<file path="config.mk">
export PLATFORM = sky130hd
export DESIGN_NAME = trivium_keystream_gen
export DESIGN_NICKNAME = d
export VERILOG_FILES = /design/src/rtl/trivium_pkg.sv /design/src/rtl/trivium_round.sv /design/src/rtl/trivium_keystream_gen.sv
export SDC_FILE = /design/constraint.sdc
export NUM_CORES = 1
export LEC_CHECK = 0
export BUFFER_PORTS_ARGS = -buffer_cell sky130_fd_sc_hd__buf_2
export CAP_MARGIN = 20
export CORE_MARGIN = 2
export CORE_UTILIZATION = 58
export CTS_CLUSTER_SIZE = 28
export DETAILED_ROUTE_END_ITERATION = 10
export PLACE_DENSITY = 0.79
export SLEW_MARGIN = 40
export SYNTH_ARGS = -nofsm -noshare
export SYNTH_HDL_FRONTEND = slang
export SYNTH_HIERARCHICAL = 1
export SYNTH_SLANG_ARGS = --single-unit
</file>
<file path="constraint.sdc">
create_clock -name clk -period 2.15 [get_ports clk]
set_clock_uncertainty 0.2 [all_clocks]
set_input_delay 0.1075 -clock clk [delete_from_list [all_inputs] [get_ports clk]]
set_output_delay 0.1075 -clock clk [all_outputs]
set_load 0.01 [all_outputs]
</file>
<file path="src/rtl/trivium_pkg.sv">
// Shared constants, FSM encoding and load-vector helper for the Trivium keystream generator.
// Tap constants use the 1-based s1..s288 numbering; bit s_i lives at vector index i-1.
package trivium_pkg;

    localparam int KEY_W   = 80;
    localparam int IV_W    = 80;
    localparam int STATE_W = 288;

    localparam int REG1_END = 93;
    localparam int REG2_END = 177;
    localparam int REG3_END = 288;

    localparam int S1_OUT   = 66;
    localparam int S1_FB    = 69;
    localparam int S1_AND_A = 91;
    localparam int S1_AND_B = 92;
    localparam int S1_LAST  = 93;
    localparam int S2_OUT   = 162;
    localparam int S2_FB    = 171;
    localparam int S2_AND_A = 175;
    localparam int S2_AND_B = 176;
    localparam int S2_LAST  = 177;
    localparam int S3_OUT   = 243;
    localparam int S3_FB    = 264;
    localparam int S3_AND_A = 286;
    localparam int S3_AND_B = 287;
    localparam int S3_LAST  = 288;

    typedef enum logic [1:0] {
        IDLE   = 2'd0,
        WARMUP = 2'd1,
        RUN    = 2'd2
    } fsm_state_e;

    // Key into s1..s80, IV into s94..s173, ones into s286..s288, zeros elsewhere.
    function automatic logic [STATE_W-1:0] load_state(input logic [KEY_W-1:0] key,
                                                      input logic [IV_W-1:0]  iv);
        logic [STATE_W-1:0] s;
        s = '0;
        s[KEY_W-1:0] = key;
        s[REG1_END+IV_W-1:REG1_END] = iv;
        s[STATE_W-1:STATE_W-3] = 3'b111;
        return s;
    endfunction

endpackage

</file>
<file path="src/rtl/trivium_round.sv">
// One combinational Trivium round: produces the output bit z and the shifted state.
module trivium_round
    import trivium_pkg::*;
(
    input  logic [STATE_W-1:0] state,
    output logic [STATE_W-1:0] next_state,
    output logic               z
);

    logic t1;
    logic t2;
    logic t3;

    always_comb begin
        t1 = state[S1_OUT-1] ^ state[S1_LAST-1];
        t2 = state[S2_OUT-1] ^ state[S2_LAST-1];
        t3 = state[S3_OUT-1] ^ state[S3_LAST-1];
        z  = t1 ^ t2 ^ t3;
        t1 = t1 ^ (state[S1_AND_A-1] & state[S1_AND_B-1]) ^ state[S2_FB-1];
        t2 = t2 ^ (state[S2_AND_A-1] & state[S2_AND_B-1]) ^ state[S3_FB-1];
        t3 = t3 ^ (state[S3_AND_A-1] & state[S3_AND_B-1]) ^ state[S1_FB-1];
        // Each register shifts toward higher indices; the last bit of each falls off.
        next_state = {state[REG3_END-2:REG2_END], t2,
                      state[REG2_END-2:REG1_END], t1,
                      state[REG1_END-2:0],        t3};
    end

endmodule

</file>
<file path="src/rtl/trivium_keystream_gen.sv">
// Trivium keystream generator: load key/IV, discard warm-up rounds, then serve bytes on a
// valid/read handshake. A byte is consumed on an edge where keystream_valid && keystream_read.
module trivium_keystream_gen
    import trivium_pkg::*;
#(
    parameter int BITS_PER_CYCLE = 8,
    parameter int WARMUP_ROUNDS  = 1152
) (
    input  logic             clk,
    input  logic             rst,
    input  logic             cfg_load,
    input  logic [KEY_W-1:0] cfg_key,
    input  logic [IV_W-1:0]  cfg_iv,
    input  logic             keystream_read,
    output logic [7:0]       keystream_byte,
    output logic             keystream_valid,
    output logic             busy
);

    localparam int WARM_CYCLES = WARMUP_ROUNDS / BITS_PER_CYCLE;
    localparam int CNT_W       = $clog2(WARM_CYCLES + 1);
    localparam int SLOTS       = 8 / BITS_PER_CYCLE;
    localparam int SLOT_W      = $clog2(SLOTS + 1);

    fsm_state_e         state_q;
    fsm_state_e         state_d;
    logic [CNT_W-1:0]   warm_cnt;
    logic [CNT_W-1:0]   warm_cnt_d;
    logic [STATE_W-1:0] cipher;
    logic [STATE_W-1:0] cipher_d;
    logic [7:0]         acc;
    logic [7:0]         acc_d;
    logic [SLOT_W-1:0]  slot_cnt;
    logic [SLOT_W-1:0]  slot_cnt_d;
    logic [7:0]         ks_byte;
    logic [7:0]         ks_byte_d;
    logic               ks_valid;
    logic               ks_valid_d;
    logic               advance;
    logic [7:0]         acc_next;

    logic [STATE_W-1:0]        chain [0:BITS_PER_CYCLE];
    logic [BITS_PER_CYCLE-1:0] z_bits;

    assign chain[0] = cipher;

    for (genvar g = 0; g < BITS_PER_CYCLE; g++) begin : g_round
        trivium_round u_round (
            .state      (chain[g]),
            .next_state (chain[g+1]),
            .z          (z_bits[g])
        );
    end

    // New z bits enter at the top so the earliest bit ends up in bit 0 once the byte fills.
    assign acc_next = 8'({z_bits, acc} >> BITS_PER_CYCLE);
    assign advance  = !ks_valid || keystream_read;

    always_comb begin
        state_d    = state_q;
        warm_cnt_d = warm_cnt;
        cipher_d   = cipher;
        acc_d      = acc;
        slot_cnt_d = slot_cnt;
        ks_byte_d  = ks_byte;
        ks_valid_d = ks_valid;

        if (cfg_load) begin
            state_d    = WARMUP;
            warm_cnt_d = '0;
            cipher_d   = load_state(cfg_key, cfg_iv);
            acc_d      = '0;
            slot_cnt_d = '0;
            ks_valid_d = 1'b0;
        end else begin
            case (state_q)
                IDLE: ;
                WARMUP: begin
                    cipher_d = chain[BITS_PER_CYCLE];
                    if (warm_cnt == CNT_W'(WARM_CYCLES - 1)) begin
                        state_d    = RUN;
                        warm_cnt_d = '0;
                    end else begin
                        warm_cnt_d = warm_cnt + 1'b1;
                    end
                end
                RUN: begin
                    if (advance) begin
                        cipher_d = chain[BITS_PER_CYCLE];
                        acc_d    = acc_next;
                        if (slot_cnt == SLOT_W'(SLOTS - 1)) begin
                            ks_byte_d  = acc_next;
                            ks_valid_d = 1'b1;
                            slot_cnt_d = '0;
                        end else begin
                            slot_cnt_d = slot_cnt + 1'b1;
                            if (keystream_read) begin
                                ks_valid_d = 1'b0;
                            end
                        end
                    end
                end
                default: state_d = IDLE;
            endcase
        end
    end

    always_ff @(posedge clk) begin
        if (rst) begin
            state_q  <= IDLE;
            warm_cnt <= '0;
            cipher   <= '0;
            acc      <= '0;
            slot_cnt <= '0;
            ks_byte  <= '0;
            ks_valid <= 1'b0;
        end else begin
            state_q  <= state_d;
            warm_cnt <= warm_cnt_d;
            cipher   <= cipher_d;
            acc      <= acc_d;
            slot_cnt <= slot_cnt_d;
            ks_byte  <= ks_byte_d;
            ks_valid <= ks_valid_d;
        end
    end

    assign keystream_byte  = ks_byte;
    assign keystream_valid = ks_valid;
    assign busy            = (state_q == WARMUP);

endmodule

</file>
# Word level (Yosys, flattened, before mapping)
# Cells that the tools add are included.
[classes] n_reduce_logical=14 n_mux=10 bitwise=115 n_addsub=2 eq_ne=9
[ops] cell="$mux 288" n=2
[ops] cell="$pmux 288 s2" n=1
[ops] cell="$xor 1x1->1" n=88
[ops] cell="$and 1x1->1" n=24
[ops] cell="$reduce_and 2->1" n=5
[ops] cell="$add 8x1->8 const B" n=1
[ops] cell="$eq 8x8->1 const B" n=1
[ops] cell="$mux 8" n=1
[ops] cell="$mux 1" n=4
[ops] cell="$ne 2x1->1 const B" n=2
[ops] cell="$ne 2x2->1 const B" n=2
[ops] cell="$pmux 2 s2" n=1
[ops] cell="$reduce_and 4->1" n=1
[ops] cell="$reduce_or 2->1" n=2
[ops] cell="$ne 3x2->1 const B" n=1
[ops] cell="$ne 3x3->1 const B" n=1
[ops] cell="$not 1->1" n=3
[ops] cell="$reduce_and 3->1" n=1
[ops] cell="$reduce_bool 3->1" n=1
[ops] cell="$eq 2x1->1 const B" n=1
[ops] cell="$eq 2x2->1 const B" n=1
[ops] cell="$logic_not 2->1" n=1
[ops] cell="$mux 2" n=1
[ops] cell="$reduce_bool 2->1" n=1
[ops] cell="3 further kinds" n=3
[word_totals] regBits=308 wordCells=158 output_inout_bits=10 input_bits=164

# Longest topological paths before layout
[logic_depth] ltp_word=6 depth_mapped=12 ltp_nobuf=5

# Hierarchy
# Netlist, hierarchy kept.
[modules_own_cells] module="trivium_round" n_inst=8 cells_each=298 area_per_inst_um2=2308.5 seq_area_each_um2=0.0
[modules_own_cells] module="trivium_keystream_gen" n_inst=1 cells_each=1528 area_per_inst_um2=13344.0 seq_area_each_um2=6145.9

# Worst setup path after synthesis
# Ideal clock, no wire load.
[synth_path] path_type="flip-flop to flip-flop" from="reg cipher[90]" to="reg cipher[98]" setup_time_ps=152 slack_ps=-121 path_buffers=8 synth_period_minus_slack_ps=2271 required_ps=1798 path_stages_with_launch=13 t_arrival_ps=1919 path_cell_list="dfxtp_1 buf_4 buf_4 xnor2_1 xor3_1 buf_4 buf_4 buf_4 buf_4 buf_4 buf_4 nand2_1 a221oi_2"
[synth_via] elab_chain_len=6
[synth_rtl] item="from (decl)" line_no="trivium_keystream_gen.sv:29" source="logic [STATE_W-1:0] cipher;"
[synth_rtl] item="from (signal assigned)" line_no="trivium_keystream_gen.sv:120" source="cipher <= cipher_d;"
[synth_rtl] item="$xor 1x1->1 (*)" line_no="trivium_round.sv:15" source="t1 = state[S1_OUT-1] ^ state[S1_LAST-1];"
[synth_rtl] item="$xor 1x1->1 (*) (2 in a row)" line_no="trivium_round.sv:19" source="t1 = t1 ^ (state[S1_AND_A-1] & state[S1_AND_B-1]) ^ state[S2_FB-1];"
[synth_rtl] item="net g_round[2].u_round.t1" line_no="trivium_round.sv:10" source="logic t1;"
[synth_rtl] item="$mux 288" line_no="trivium_keystream_gen.sv:88" source="if (advance) begin"
[synth_rtl] item="$pmux 288 s2 (*)" line_no="trivium_keystream_gen.sv:76" source="case (state_q)"
[synth_rtl] item="$mux 288 (*)" line_no="trivium_keystream_gen.sv:68" source="if (cfg_load) begin"
# The timed path passes the listed nets; every way through them passes the cells marked *. The select of a mux whose other input is x is not followed.
# A chain may end at the register's enable or synchronous reset.

# Worst setup path after layout
[layout_path] from="reg ks_valid (netlist: keystream_valid)" to="reg cipher[143]"
[layout_via] elab_chain_len=4
[layout_rtl] item="from (decl)" line_no="trivium_keystream_gen.sv:37" source="logic ks_valid;"
[layout_rtl] item="from (signal assigned)" line_no="trivium_keystream_gen.sv:124" source="ks_valid <= ks_valid_d;"
[layout_rtl] item="$logic_not 1->1" line_no="trivium_keystream_gen.sv:57" source="assign advance = !ks_valid || keystream_read;"
[layout_rtl] item="$logic_or 1x1->1" line_no="trivium_keystream_gen.sv:57"
[layout_rtl] item="$ne 3x3->1 (no source line)"
[layout_rtl] item="$reduce_and 2->1 (no source line)"
# No other way between the ends.

==> key figures <==
Status
  • Status: complete, no violations

CTS
  • Worst-path clk slew: 0.06 ns
  • Total setup buffers inserted after CTS: 0
  • Clk Tree Root Cell: clkbuf_16
  • Clk buf depth: 3
  • CTS Buf Count: 30
  • CTS tree: yes
  • H-tree depth: 1
  • Skew-Pair Late Insertion Delay: 0.58 ns
  • Clk sink count: 307

Final layout
  • Layout cell share with drive strength beyond 1: 0.262
  • Final Util: 0.350
  • Fin nets: 2,057
  • Fillers: 5,353
  • Post-route cell area: 18,900 µm²
  • Non-filler cells, final: 2,611
  • Area grow syn2layout: -40.6%

Global routing
  • First-pass GRT wire length: 64.4 mm
  • Global Route Usage Sum: 0.140
  • Largest net degree at the start of global routing: 78
  • Initial antenna violation count: 1
  • Vias in the first global route: 11,913
  • GRT overflow: 0

Yosys
  • Post-synth net total: 4,077
  • Async SR Flop Fraction: 0
  • Yosys warns: 6
  • Synth unique cells: 34
  • Main synth FF type: dfxtp_1
  • Cell Area, Synth: 31,800 µm²
  • Synth top area share: 0.544
  • Synthesized area per cell: 8.13 µm²
  • Top cells by count, synth: buf_4 (2,305), nand2_1 (443), dfxtp_1 (307)
  • Most common cell in the synthesized netlist: buf_4
  • Synth area leaders: buf_4 (54%), dfxtp_1 (19%), nand2_1 (5.2%)
  • Seq cells post-synth: 307
  • Number of flops mapped to enable cells by yosys: 0
  • Syn Inst Count: 3,912
  • Sequential area share after synthesis: 0.193
  • Largest area contributor in the netlist: buf_4

Placed design
  • Cells after DPL: 2,393
  • Area after DPL: 16,300 µm²
  • Worst slack, placed: 0.204 ns
  • Buffers added on ports: 173
  • RePlAce Congestion: 0.840
  • Dpl hpwl: 26.2 mm

Floorplan
  • Io pins: 174
  • Rows: 85
  • Die area: 56,700 µm²
  • Initial Utilization: 0.589
  • Core area: 54,000 µm²
  • Die X: 238 µm
  • Die Ht: 238 µm

Worst setup path
  • Crit path max fanout: 27
  • Critical Path RT: 2.41 ns
  • CP Launch Type: flip-flop
  • Worst EP arrival: 2.27 ns
  • Worst Setup Path Type: reg2reg
  • Crit end category: flip-flop

STA
  • # setup viols final: 0
  • Final Hold Viols: 0
  • RSZ-0062 raised after global routing: false
  • Fin. max-slew vios: 0
  • Tightest Pin Transition: 0.575 ns
  • Crit path time final: 2.01 ns
  • Tcrit/Tclk final: 0.934
  • Max-slew headroom: 0.615
  • Max Fclk: 0.498 GHz
  • Worst setup margin: 0.142 ns

Power and ir drop
  • Cell Pwr Density: 717 nW/µm²
  • Pwr Total: 13,500 µW
  • Lkg Pwr: 0.00749 µW
  • Maximum VDD drop: 0.000710 V

Route
  • Via count: 12,256
  • Post-route ant nets: 0
  • Drt initial violations: 855
  • Vias per cell: 4.69
  • Avg WL per Cell: 15.6 µm
  • Final wirelength: 40.9 mm
  • DRT Pass-1 Iters: 5
  • DRC violations left: 0

Run
  • Maxcap violations: 0

Worst hold path
  • HP Class: in2reg
[placed cells by master, fill, tap and decap left out, types with 24 or more instances in the layout]
master	netlist	layout
a21oi_1	195	195
clkbuf_16	0	30
a21oi_2	100	100
a221oi_2	100	100
nand2_1	443	443
a221oi_1	60	60
xor3_1	24	24
dfxtp_1	307	304
buf_2	57	171
dlygate4sd3_1	0	163
buf_4	2305	31
inv_1	162	162
[logic make-up after synthesis]
| logic type | count (synthesis) | share of synthesized area |
|---|---|---|
| flops | 307 | 0.193 |
| xor+xnor | 61 | 0.0354 |
| simple gates | 476 | 0.0579 |
| compound gates | 457 | 0.123 |
| fa+ha+maj | 1 | 0.000393 |
| mux | 10 | 0.00315 |
| buf+inv | 2600 | 0.587 |
[routing by layer]
layer,track usage,up-vias,wire length [µm]
met5,0,-,0
met1,0.180,5864,17900
met2,0.241,319,20100
li1,-,5998,-
met4,0.0494,0,1190
met3,0.0154,75,1620
[where the power goes]
group          internal (µW)  total, µW  switching (µW)
registers               5930       6150             219
logic                    948       1990            1040
clock network           3100       5410            2310
[registers in the layout (all words and copies together) (netlist names)]
register,cells
cipher,288
keystream_byte,8
keystream_valid,1
state_q,2
warm_cnt,8
[per-stage QoR]
stage / hold WS, ns / TNS, ns
final: 0.133 / 0
after global routing: 0.143 / 0
after CTS: 0.101 / 0
after detailed placement: 0.170 / 0
after global placement: 0.169 / 0
after floorplan: 0.0549 / -0.0539
[critical path, stage by stage (launching register included)]
cell and delay, ns:
dfxtp_1 0.35, and2b_1 0.27, o21a_4 0.24, buf_12 0.18
buf_12 0.23, a21oi_2 0.09, a221oi_2 0.30
[timing repair]
action,4_1_cts,5_1_grt
hold buffers,163,0
gates resized for setup,0,1
setup endpoints to repair,0,1
hold endpoints to repair,179,0
[cell type report]
class	count	area (µm²)	share of cell area
Timing Repair Buffer	386	3130	0.166
Antenna cell	2	5.00	0.000265
Sequential cell	307	6150	0.325
Clock buffer	43	850	0.0450
Inverter	162	608	0.0322
Clock inverter	10	146	0.00775
Multi-Input combinational cell	1005	7140	0.378
Tap cell	696	871	0.0461
[path summary, 6_finish.rpt]
| kind | start | to | slack, ns | depth (start not counted) |
|---|---|---|---|---|
| worst max-delay path | keystream_valid | cipher[143] | 0.14 | 6 |
| worst min-delay path | cfg_key[1] | cipher[1] | 0.13 | 4 |
| worst max register to register | keystream_valid | cipher[143] | 0.14 | 6 |
| worst min register to register | cipher[231] | cipher[239] | 0.25 | 2 |
Note: power is estimated with default switching activity, not from simulation.
